==> config.mk <==
export PLATFORM = sky130hd
export DESIGN_NAME = pipeline_stall_ctrl_flat
export DESIGN_NICKNAME = d
export VERILOG_FILES = /design/src/rtl/pipeline_stall_ctrl_if.sv /design/src/rtl/pipeline_stall_ctrl.sv /design/src/flat_wrapper.sv
export SDC_FILE = /design/constraint.sdc
export NUM_CORES = 1
export LEC_CHECK = 0
export ABC_CLOCK_PERIOD_IN_PS = 1300
export BUFFER_PORTS_ARGS = -buffer_cell sky130_fd_sc_hd__buf_4
export CAP_MARGIN = 25
export CORE_UTILIZATION = 39
export DETAILED_ROUTE_END_ITERATION = 10
export PLACE_DENSITY = 0.78
export SYNTH_ARGS = -nofsm -noshare
export SYNTH_HDL_FRONTEND = slang
export SYNTH_SLANG_ARGS = --single-unit
export TNS_END_PERCENT = 1
==> constraint.sdc <==
create_clock -name clk -period 1.3 [get_ports clk]
set_input_delay 0.13 -clock clk [delete_from_list [all_inputs] [get_ports clk]]
set_output_delay 0.13 -clock clk [all_outputs]
set_load 0.02 [all_outputs]
==> src/rtl/pipeline_stall_ctrl_if.sv <==
// Handshake bundle between the RV32I pipeline datapath and its stall/flush sequencer.
// master = pipeline side (hazard and memory events), slave = pipeline_stall_ctrl.
interface pipeline_stall_ctrl_if #(parameter int CNT_W = 32);
  logic             load_use_hazard;
  logic             ex_redirect;
  logic             imem_req;
  logic             imem_resp;
  logic             dmem_req;
  logic             dmem_resp;
  logic             pc_we;
  logic             if_id_we;
  logic             id_ex_we;
  logic             ex_mem_we;
  logic             mem_wb_we;
  logic             if_id_flush;
  logic             id_ex_flush;
  logic             fetch_discard;
  logic [1:0]       stall_cause;
  logic             mem_timeout;
  logic [CNT_W-1:0] perf_imem_cnt;
  logic [CNT_W-1:0] perf_lu_cnt;
  logic [CNT_W-1:0] perf_dmem_cnt;

  modport master (
    output load_use_hazard, ex_redirect, imem_req, imem_resp, dmem_req, dmem_resp,
    input  pc_we, if_id_we, id_ex_we, ex_mem_we, mem_wb_we, if_id_flush, id_ex_flush,
    input  fetch_discard, stall_cause, mem_timeout, perf_imem_cnt, perf_lu_cnt, perf_dmem_cnt
  );

  modport slave (
    input  load_use_hazard, ex_redirect, imem_req, imem_resp, dmem_req, dmem_resp,
    output pc_we, if_id_we, id_ex_we, ex_mem_we, mem_wb_we, if_id_flush, id_ex_flush,
    output fetch_discard, stall_cause, mem_timeout, perf_imem_cnt, perf_lu_cnt, perf_dmem_cnt
  );
endinterface

==> src/rtl/pipeline_stall_ctrl.sv <==
// Stall/flush sequencer for the 5-stage RV32I pipeline with memory watchdog.
// Optional stall-cycle counters are built when PIPE_STALL_PERF_EN is defined.
//
// fetch state  | meaning
// F_IDLE       | no instruction request outstanding
// F_PEND       | instruction request outstanding, response is live
// F_DROP       | nothing outstanding, next response belongs to a squashed fetch
// F_DROP_PEND  | request outstanding, its response belongs to a squashed fetch
module pipeline_stall_ctrl #(
  parameter int TIMEOUT = 255,
  parameter int CNT_W   = 32
) (
  input logic                 clk,
  input logic                 rst_n,
  pipeline_stall_ctrl_if.slave bus
);

  typedef enum logic [1:0] {
    F_IDLE      = 2'b00,
    F_PEND      = 2'b01,
    F_DROP      = 2'b10,
    F_DROP_PEND = 2'b11
  } fetch_state_t;

  localparam int              WD_W   = $clog2(TIMEOUT + 1);
  localparam logic [WD_W-1:0] WD_MAX = WD_W'(TIMEOUT);

  fetch_state_t    fetch_state, fetch_state_n;
  logic            d_pend, d_pend_n;
  logic            i_pend, discard;
  logic            i_pend_n, discard_n;
  logic            dwait, iwait;
  logic [WD_W-1:0] i_cnt, d_cnt, i_cnt_n, d_cnt_n;
  logic            timeout_q;
  logic [6:0]      en_row;
  logic [1:0]      cause;

  assign i_pend  = fetch_state[0];
  assign discard = fetch_state[1];

  assign dwait = (d_pend | bus.dmem_req) & ~bus.dmem_resp;
  // a squashed response must not release the fetch stall
  assign iwait = (i_pend | bus.imem_req) & (~bus.imem_resp | discard);

  always_comb begin
    en_row    = 7'b1111100;
    cause     = 2'd0;
    discard_n = discard & ~bus.imem_resp;
    if (rst_n) begin
      if (dwait) begin
        en_row = 7'b0000000;
        cause  = 2'd3;
      end else if (bus.ex_redirect) begin
        en_row = 7'b1111111;
        if (iwait) discard_n = 1'b1;
      end else if (bus.load_use_hazard) begin
        en_row = 7'b0011101;
        cause  = 2'd2;
      end else if (iwait) begin
        en_row = 7'b0111110;
        cause  = 2'd1;
      end
    end
    i_pend_n      = bus.imem_resp ? 1'b0 : (bus.imem_req | i_pend);
    d_pend_n      = bus.dmem_resp ? 1'b0 : (bus.dmem_req | d_pend);
    fetch_state_n = fetch_state_t'({discard_n, i_pend_n});
  end

  always_comb begin
    i_cnt_n = '0;
    d_cnt_n = '0;
    if (i_pend) i_cnt_n = (i_cnt == WD_MAX) ? WD_MAX : i_cnt + WD_W'(1);
    if (d_pend) d_cnt_n = (d_cnt == WD_MAX) ? WD_MAX : d_cnt + WD_W'(1);
  end

  always_ff @(posedge clk) begin
    if (!rst_n) begin
      fetch_state <= F_IDLE;
      d_pend      <= 1'b0;
      i_cnt       <= '0;
      d_cnt       <= '0;
      timeout_q   <= 1'b0;
    end else begin
      fetch_state <= fetch_state_n;
      d_pend      <= d_pend_n;
      i_cnt       <= i_cnt_n;
      d_cnt       <= d_cnt_n;
      timeout_q   <= timeout_q | (i_cnt_n == WD_MAX) | (d_cnt_n == WD_MAX);
    end
  end

  assign {bus.pc_we, bus.if_id_we, bus.id_ex_we, bus.ex_mem_we,
          bus.mem_wb_we, bus.if_id_flush, bus.id_ex_flush} = en_row;
  assign bus.stall_cause   = cause;
  assign bus.fetch_discard = rst_n & discard & bus.imem_resp;
  assign bus.mem_timeout   = timeout_q;

`ifdef PIPE_STALL_PERF_EN
  logic [CNT_W-1:0] perf_i, perf_l, perf_d;

  always_ff @(posedge clk) begin
    if (!rst_n) begin
      perf_i <= '0;
      perf_l <= '0;
      perf_d <= '0;
    end else begin
      if (cause == 2'd1) perf_i <= perf_i + CNT_W'(1);
      if (cause == 2'd2) perf_l <= perf_l + CNT_W'(1);
      if (cause == 2'd3) perf_d <= perf_d + CNT_W'(1);
    end
  end

  assign bus.perf_imem_cnt = perf_i;
  assign bus.perf_lu_cnt   = perf_l;
  assign bus.perf_dmem_cnt = perf_d;
`else
  assign bus.perf_imem_cnt = {CNT_W{1'b0}};
  assign bus.perf_lu_cnt   = {CNT_W{1'b0}};
  assign bus.perf_dmem_cnt = {CNT_W{1'b0}};
`endif

endmodule

==> src/flat_wrapper.sv <==
// flat-port wrapper written by rule: the top's interface ports become plain ports
module pipeline_stall_ctrl_flat 
#(
  parameter int TIMEOUT = 255,
  parameter int CNT_W   = 32
)
  (clk, rst_n, bus_load_use_hazard, bus_ex_redirect, bus_imem_req, bus_imem_resp, bus_dmem_req, bus_dmem_resp, bus_pc_we, bus_if_id_we, bus_id_ex_we, bus_ex_mem_we, bus_mem_wb_we, bus_if_id_flush, bus_id_ex_flush, bus_fetch_discard, bus_stall_cause, bus_mem_timeout, bus_perf_imem_cnt, bus_perf_lu_cnt, bus_perf_dmem_cnt);
  pipeline_stall_ctrl_if #(.CNT_W(CNT_W)) bus_i ();
  input logic clk;
  input logic rst_n;
  input wire logic [$bits(bus_i.load_use_hazard)-1:0] bus_load_use_hazard;
  input wire logic [$bits(bus_i.ex_redirect)-1:0] bus_ex_redirect;
  input wire logic [$bits(bus_i.imem_req)-1:0] bus_imem_req;
  input wire logic [$bits(bus_i.imem_resp)-1:0] bus_imem_resp;
  input wire logic [$bits(bus_i.dmem_req)-1:0] bus_dmem_req;
  input wire logic [$bits(bus_i.dmem_resp)-1:0] bus_dmem_resp;
  output wire logic [$bits(bus_i.pc_we)-1:0] bus_pc_we;
  output wire logic [$bits(bus_i.if_id_we)-1:0] bus_if_id_we;
  output wire logic [$bits(bus_i.id_ex_we)-1:0] bus_id_ex_we;
  output wire logic [$bits(bus_i.ex_mem_we)-1:0] bus_ex_mem_we;
  output wire logic [$bits(bus_i.mem_wb_we)-1:0] bus_mem_wb_we;
  output wire logic [$bits(bus_i.if_id_flush)-1:0] bus_if_id_flush;
  output wire logic [$bits(bus_i.id_ex_flush)-1:0] bus_id_ex_flush;
  output wire logic [$bits(bus_i.fetch_discard)-1:0] bus_fetch_discard;
  output wire logic [$bits(bus_i.stall_cause)-1:0] bus_stall_cause;
  output wire logic [$bits(bus_i.mem_timeout)-1:0] bus_mem_timeout;
  output wire logic [$bits(bus_i.perf_imem_cnt)-1:0] bus_perf_imem_cnt;
  output wire logic [$bits(bus_i.perf_lu_cnt)-1:0] bus_perf_lu_cnt;
  output wire logic [$bits(bus_i.perf_dmem_cnt)-1:0] bus_perf_dmem_cnt;
  assign bus_i.load_use_hazard = bus_load_use_hazard;
  assign bus_i.ex_redirect = bus_ex_redirect;
  assign bus_i.imem_req = bus_imem_req;
  assign bus_i.imem_resp = bus_imem_resp;
  assign bus_i.dmem_req = bus_dmem_req;
  assign bus_i.dmem_resp = bus_dmem_resp;
  assign bus_pc_we = bus_i.pc_we;
  assign bus_if_id_we = bus_i.if_id_we;
  assign bus_id_ex_we = bus_i.id_ex_we;
  assign bus_ex_mem_we = bus_i.ex_mem_we;
  assign bus_mem_wb_we = bus_i.mem_wb_we;
  assign bus_if_id_flush = bus_i.if_id_flush;
  assign bus_id_ex_flush = bus_i.id_ex_flush;
  assign bus_fetch_discard = bus_i.fetch_discard;
  assign bus_stall_cause = bus_i.stall_cause;
  assign bus_mem_timeout = bus_i.mem_timeout;
  assign bus_perf_imem_cnt = bus_i.perf_imem_cnt;
  assign bus_perf_lu_cnt = bus_i.perf_lu_cnt;
  assign bus_perf_dmem_cnt = bus_i.perf_dmem_cnt;
  pipeline_stall_ctrl #(.TIMEOUT(TIMEOUT), .CNT_W(CNT_W)) u_core (.clk(clk), .rst_n(rst_n), .bus(bus_i));
endmodule
Word level (Yosys, flattened, before mapping). Index checks and enable logic that the tools add are counted. Widths: inputs -> output; s select.

Add/sub/neg operators: 2. Multipliers: 0. Div/mod/pow operators: 0. Order comparisons: 0. Equal/unequal tests: 4. Shift operators: 0. Muxes and demuxes: 17. Bitwise operators: 13. Reductions and logical operators: 2.

Operator list (count): $mux 7 (5); $eq 8x8->1 const B (4); $mux 8 (4); $add 8x1->8 const B (2); $mux 2 (4); $and 1x1->1 (5); $or 1x1->1 (5); $mux 1 (4); $reduce_or 2->1 (2); $not 1->1 (3).

Bits in registers: 20. Bits in latches: 0. Bits in writable memories: 0. Bits in read-only memories: 0. Input bits: 8. Output and inout port bits: 107. Logic and storage cells: 44. Memories: 0.

Logic depth before layout (Yosys ltp). Gate-level depths: netlist of run 1.

Depth in word-level cells: 8. Gate-level depth with buffers: 6. Mapped depth without buffers: 6.

Worst setup path after synthesis of run 1. OpenSTA, ideal clock, no wires.

Kind: reg-to-output. Start point: register u_core.d_pend. End point: output port bus_pc_we. Data arrival time: 1334 ps. Data required time: 1170 ps. Setup slack: -164 ps. Cell stages (with the launch flop): 6. Path buffers: 0. Cells stage by stage: dfxtp_1 -> o21bai_1 -> nor2_1 -> inv_1 -> nand2_1 -> a21oi_1.

Cells in the longest elaborated chain, start to end: 4.

RTL lines: start, declared (RTL line pipeline_stall_ctrl.sv:29) `logic d_pend, d_pend_n;`; start signal, assigned (RTL line pipeline_stall_ctrl.sv:85) `d_pend <= d_pend_n;`; $or 1x1->1 (RTL line pipeline_stall_ctrl.sv:41) `assign dwait = (d_pend | bus.dmem_req) & ~bus.dmem_resp;`; $and 1x1->1 (RTL line pipeline_stall_ctrl.sv:41); $mux 7 (RTL line pipeline_stall_ctrl.sv:50) `if (dwait) begin`; $mux 7 (RTL line pipeline_stall_ctrl.sv:49) `if (rst_n) begin`; end, declared (RTL line flat_wrapper.sv:17) `output wire logic [$bits(bus_i.pc_we)-1:0] bus_pc_we;`.

Every way passes these cells.

Final worst setup path of run 1.
Start point: register u_core.d_pend. End point: output port bus_stall_cause[0].

Cells in the longest elaborated chain, start to end: 4.

RTL lines: $or 1x1->1 (RTL line pipeline_stall_ctrl.sv:41); $and 1x1->1 (RTL line pipeline_stall_ctrl.sv:41); $mux 2 (RTL line pipeline_stall_ctrl.sv:50); $mux 2 (RTL line pipeline_stall_ctrl.sv:49); end, declared (RTL line flat_wrapper.sv:25) `output wire logic [$bits(bus_i.stall_cause)-1:0] bus_stall_cause;`.

Every way passes these cells.

==> results of run 1 <==
[power by group through the flow]
stage | registers (W) | logic [W] | clock network [W]
floorplan | 0.000637 | 0.000530 | 0
global placement | 0.000637 | 0.000370 | 0
detailed placement | 0.000637 | 0.000374 | 0
CTS | 0.000623 | 0.000387 | 0.000643
global route | 0.000626 | 0.000426 | 0.000674
finish | 0.000625 | 0.000402 | 0.000629
[cells in the mapped netlist, drive strengths merged]
cell type,instances
nor3,5
nand2b,2
nor2,11
xnor2,4
nand4b,2
a31oi,1
and2b,1
inv,10
a211oi,2
and4,1
nand3,8
or3,1
buf,99
a21oi,21
xor2,4
o21bai,1
o211ai,1
nand2,17
mux2i,1
o31a,1
dfxtp,20
nor4b,1
a21o,1
nand4,1
and3,1
ha,2
o32ai,2
conb,1
clkbuf,2
o21ai,2
[worst paths after layout]
kind / slack [ps] / cells after the start / startpoint / end
setup reg to reg: -70 / 6 / u_core.i_cnt[0]$_SDFF_PN0_ / u_core.bus.mem_timeout$_SDFF_PN0_
hold / removal: 60 / 2 / bus_imem_resp / u_core.fetch_state[0]$_SDFF_PP0_
setup / recovery: -110 / 6 / u_core.d_pend$_SDFF_PP0_ / bus_stall_cause[0]
hold reg to reg: 530 / 2 / u_core.d_cnt[0]$_SDFF_PN0_ / u_core.d_cnt[0]$_SDFF_PN0_
[what timing repair did]
item	in CTS	in global routing
pin swaps	5	4
gates resized for setup	11	9
setup buffers	2	0
endpoints found under the setup margin	10	13
hold buffers	0	0
[cell usage in the layout (no fill, tap or decap), types with 5 or more instances in the layout]
cell type,Yosys,routed
inv_1,10,10
nor2_1,11,8
dfxtp_2,0,5
nor3_1,5,5
nand2_1,17,14
dfxtp_1,20,15
nand3_1,8,8
buf_4,98,41
a21oi_1,21,18
conb_1,1,96
[layer usage]
metal,routed length (µm),global-route usage
met5,0,0
met4,22,0.0272
met3,186,0.0334
met2,1650,0.215
met1,1090,0.128
[registers in the layout, summed over array words and instances (netlist names)]
signal and count:
u_core.d_cnt 8, u_core.i_cnt 8, u_core.bus.mem_timeout 1, u_core.fetch_state 2
u_core.d_pend 1
[per-stage QoR]
| stage | std cells | setup slack (ps) | power (W) | util |
|---|---|---|---|---|
| after floorplan | 321 | -41.4 | 0.00117 | - |
| after global placement | 313 | -80.8 | 0.00101 | 0.402 |
| after detailed placement | 313 | -121 | 0.00101 | 0.402 |
| after CTS | 319 | -93.0 | 0.00165 | 0.432 |
| after global routing | 319 | -165 | 0.00173 | 0.440 |
| final | 319 | -107 | 0.00166 | 0.440 |
[area by class of cell]
class / count / area [µm²] / share of cell area
clock buffers: 3 / 41.3 / 0.0216
repair buffers: 43 / 330 / 0.173
well taps: 52 / 65.1 / 0.0340
multi-input cells: 190 / 1000 / 0.524
clock inverters: 1 / 30.0 / 0.0157
inverters: 10 / 37.5 / 0.0196
flip-flops and latches: 20 / 407 / 0.212
[cells by family (layout without fill, tap and decap cells)]
group,after synthesis,after routing,share of synthesized area
fa+ha+maj,2,2,0.0142
simple gates,51,51,0.150
buf+inv,111,57,0.452
compound gates,32,32,0.109
other cells,1,96,0.00213
flops,20,20,0.227
mux,1,1,0.00568
xor+xnor,8,8,0.0398
==> impl_metrics.yaml, run 1 <==
run_status:
  status: "complete, but fails checks"
  violations: "setup timing"
sta:
  min_period_ps: 1410
  max_freq_ghz: 0.711
  rsz0062_at_grt: "yes"
  drv_slew: 0
  setup_violations: 10
  holdWs_ps: 55.5
  skew_ps: 8.79
  final.period_utilization: 1.08
  hold_viol: 0
  finalSetupTns_ps: -439
  worst_slack_ps: -107
power_and_ir_drop:
  p_sw_w: 0.000551
  internal_power_w: 0.00110
  power_frac_clock: 0.380
  power_density_nw_per_um2: 865
  switching_share: 0.333
  seq_power_share: 0.377
  p_leak_nw: 0.905
  combPwrFrac: 0.243
  peakVddDrop_mv: 0.509
layout:
  diodes: 0
  drive_gt1_frac: 0.266
  design_area_um2: 1910
  nFillCells: 450
  areaGrowthSynthToFinish_pct: 8.66
  nets: 278
place:
  place_area_um2: 1750
  gp_congestion: 0.814
  hpwlAfterDp_mm: 2.17
  numPortBuffers: 18
clock_tree:
  cts_root_buffer: "clkbuf_8"
  clockBufferDepth: 2
  path_clk_slew_ps: 80
  cts-htree-levels: 1
  cts.sinks: 20
  cts_tree: "done"
  cts_buffers: 3
  clk_latency_ps: 270
synthesis:
  post-synth-top-area-cell: "buf_4"
  synth_cells: 226
  yosys_warnings: 0
  synth_cell_types: 33
  syn-cell-area_um2: 1760
  synth-seq-cells: 20
  syn-mean-instance-area_um2: 7.80
  ys_seq_area_frac: 0.227
  yosys-top-cells-area: "buf_4, dfxtp_1, a21oi_1"
  netlist.area_leader.share: 0.418
floorplan:
  initial_core_util: 0.405
  die_area_um2: 4790
  core_area_um2: 4350
  die_w_um: 69.2
  fp.dieH_um: 69.2
  row_count: 24
  ios: 115
critical_path:
  crit_required_ps: 1170
  worstSetupStartpointType: "flop"
  critical_path.top_delay_family: "buffers and inverters"
  crit_top_cell: "buf_4"
  cp_max_fo: 4
  worstPathArrival_ps: 1280
  critPathSlowestCell: "dfxtp_2"
  critPathCaptureType: "primary output"
  slowest_delay_ps: 320
  path_class: "reg -> out"
  crit_chain: "o21bai_1 -> nor2_1 -> inv_1 -> buf_4 -> o21ai_2 -> buf_4"
  cp_num_buf_inv: 3
drt:
  vias: 1294
  viasPerCell: 4.06
  dr.pass1.iters: 4
  first_iter_violations: 71
  ant_nets: 0
  drcViolationCount: 0
  wl_per_cell_um: 9.27
  drt_wl_total_mm: 2.96
flow_run:
  maxCapViolCount: 0
global_route:
  grt-ovfl-total: 0
  antenna_found_initial: 0
  track_usage: 0.116
  grt_pass1_vias: 1106
  grt_max_degree: 13
  grt_pass1_wl_mm: 4.60
worst_hold_path:
  min_path_type: "in -> reg"
No activity file was read; power rests on OpenSTA's default activity.
==> inputs of run 2 (changes only) <==
Settings changed: ABC_CLOCK_PERIOD_IN_PS 1300 to 1800, CORE_UTILIZATION 39 to 46, PLACE_DENSITY 0.78 to 0.86.
Clock period 1.3 ns to 1.8 ns, I/O delays scaled along.
==> impl_metrics.yaml, run 2 (synthesis results as in run 1) <==
run_status:
  status: "finished clean"
power_and_ir_drop:
  p_leak_nw: 0.772
  peakVddDrop_mv: 0.367
  power_density_nw_per_um2: 708
  power_w: 0.00116
clock_tree:
  cts_tree: "done"
  cts_buffers: 3
  cts_root_buffer: "clkbuf_8"
  path_clk_slew_ps: 80
  cts_hold_buf: 0
  clk_latency_ps: 260
  clockBufferDepth: 2
  cts-htree-levels: 1
  postCtsSetupBuffers: 0
  cts.sinks: 20
  postCtsResizedCells: 0
place:
  numPortBuffers: 18
  hpwlAfterDp_mm: 1.91
  gp_congestion: 0.891
sta:
  rsz0062_at_grt: "no"
  min_period_ps: 1590
  skew_ps: 9.57
  drv_slew: 0
  setup_violations: 0
  finalSetupTns_ps: 0
  max_freq_ghz: 0.628
  hold_viol: 0
  final.period_utilization: 0.885
layout:
  areaGrowthSynthToFinish_pct: -7.24
  final_cell_mix: "conb_1, a21oi_1, dfxtp_1"
  diodes: 0
  nets: 254
  drive_gt1_frac: 0.111
  reg_top3: "u_core.d_cnt (8), u_core.i_cnt (8), u_core.fetch_state (2)"
  nFillCells: 373
  layout_commonest_cell: "conb_1"
critical_path:
  critPathSlowestCell: "ha_1"
  crit_required_ps: 1990
  worstPathArrival_ps: 1780
  critPathCaptureType: "flop"
  crit_start: "u_core.i_cnt[0]$_SDFF_PN0_"
  worstSetupStartpointType: "flop"
  path_class: "reg -> reg"
  rr_startpoint: "u_core.i_cnt[0]$_SDFF_PN0_"
  rr_worst_depth: 5
  slowest_delay_ps: 440
  cp_max_fo: 11
  crit_chain: "ha_1 -> o21ai_0 -> a21oi_1 -> a31oi_1 -> o32ai_2"
  r2r-end: "u_core.bus.mem_timeout$_SDFF_PN0_"
  r2r_slack_ps: 210
drt:
  vias: 1161
  first_iter_violations: 103
  wl_per_cell_um: 8.50
  dr.pass1.iters: 4
  drcViolationCount: 0
  ant_nets: 0
  drt_wl_total_mm: 2.47
  viasPerCell: 3.99
global_route:
  track_usage: 0.116
  grt_max_degree: 13
  grt_pass1_wl_mm: 3.73
  grt-ovfl-total: 0
  antenna_found_initial: 0
  grt_pass1_vias: 884
floorplan:
  core_area_um2: 3660
  fp.dieH_um: 63.9
  row_count: 22
  initial_core_util: 0.481
  ios: 115
  die_area_um2: 4080
  die_w_um: 63.9
worst_hold_path:
  holdPathStages: 2
  hold_start: "bus_imem_resp"
  min_path_type: "in -> reg"
  hold_end: "u_core.fetch_state[0]$_SDFF_PP0_"
flow_run:
  maxCapViolCount: 0
## run 2: where the power goes
part / switching, W / internal, W / leakage, nW
Clock: 0.000152 / 0.000297 / 0.0357
Sequential: 0.00000354 / 0.000447 / 0.162
Combinational: 0.000223 / 0.0000353 / 0.575
Total: 0.000378 / 0.000779 / 0.772
## run 2: worst max path at each step
stage | to | slack [ps] | cells after the start
after detailed placement | u_core.bus.mem_timeout$_SDFF_PN0_ | 240 | 5
after global routing | u_core.bus.mem_timeout$_SDFF_PN0_ | 50 | 5
after floorplan | bus_pc_we | 290 | 5
after global placement | u_core.bus.mem_timeout$_SDFF_PN0_ | 320 | 5
after CTS | u_core.bus.mem_timeout$_SDFF_PN0_ | 220 | 5
final | u_core.bus.mem_timeout$_SDFF_PN0_ | 210 | 5
## run 2: metrics by stage
| stage | hold slack, ps | instances | worst slack (ps) | area, µm² | util |
|---|---|---|---|---|---|
| CTS | 92.9 | 291 | 217 | 1630 | 0.446 |
| global placement | 375 | 287 | 315 | 1560 | 0.427 |
| floorplan | 259 | 321 | 286 | 2120 | - |
| detailed placement | 380 | 287 | 242 | 1560 | 0.427 |
| finish | 95.4 | 291 | 207 | 1630 | 0.446 |
| global route | 92.1 | 291 | 50.5 | 1630 | 0.446 |
## run 2: per-layer routing
metal / share of wire / GRT usage
met1: 0.39 / 0.129
met2: 0.54 / 0.207
met5: 0 / 0
met3: 0.070 / 0.0446
met4: 0.0032 / 0.0256
## run 2: layout make-up
type	count	area [µm²]	share of cell area
Clock buffer	3	41.3	0.0253
Timing Repair Buffer	19	143	0.0873
Multi-Input combinational cell	190	922	0.564
Inverter	10	37.5	0.0230
Tap cell	48	60.1	0.0368
Clock inverter	1	30.0	0.0184
Sequential cell	20	400	0.245
## run 2: worst max-delay path: cells and delay by family, from the launching register on
family | cells | cell delay (ps)
fa+ha+maj | 1 | 440
compound gates | 4 | 690
flops | 1 | 390
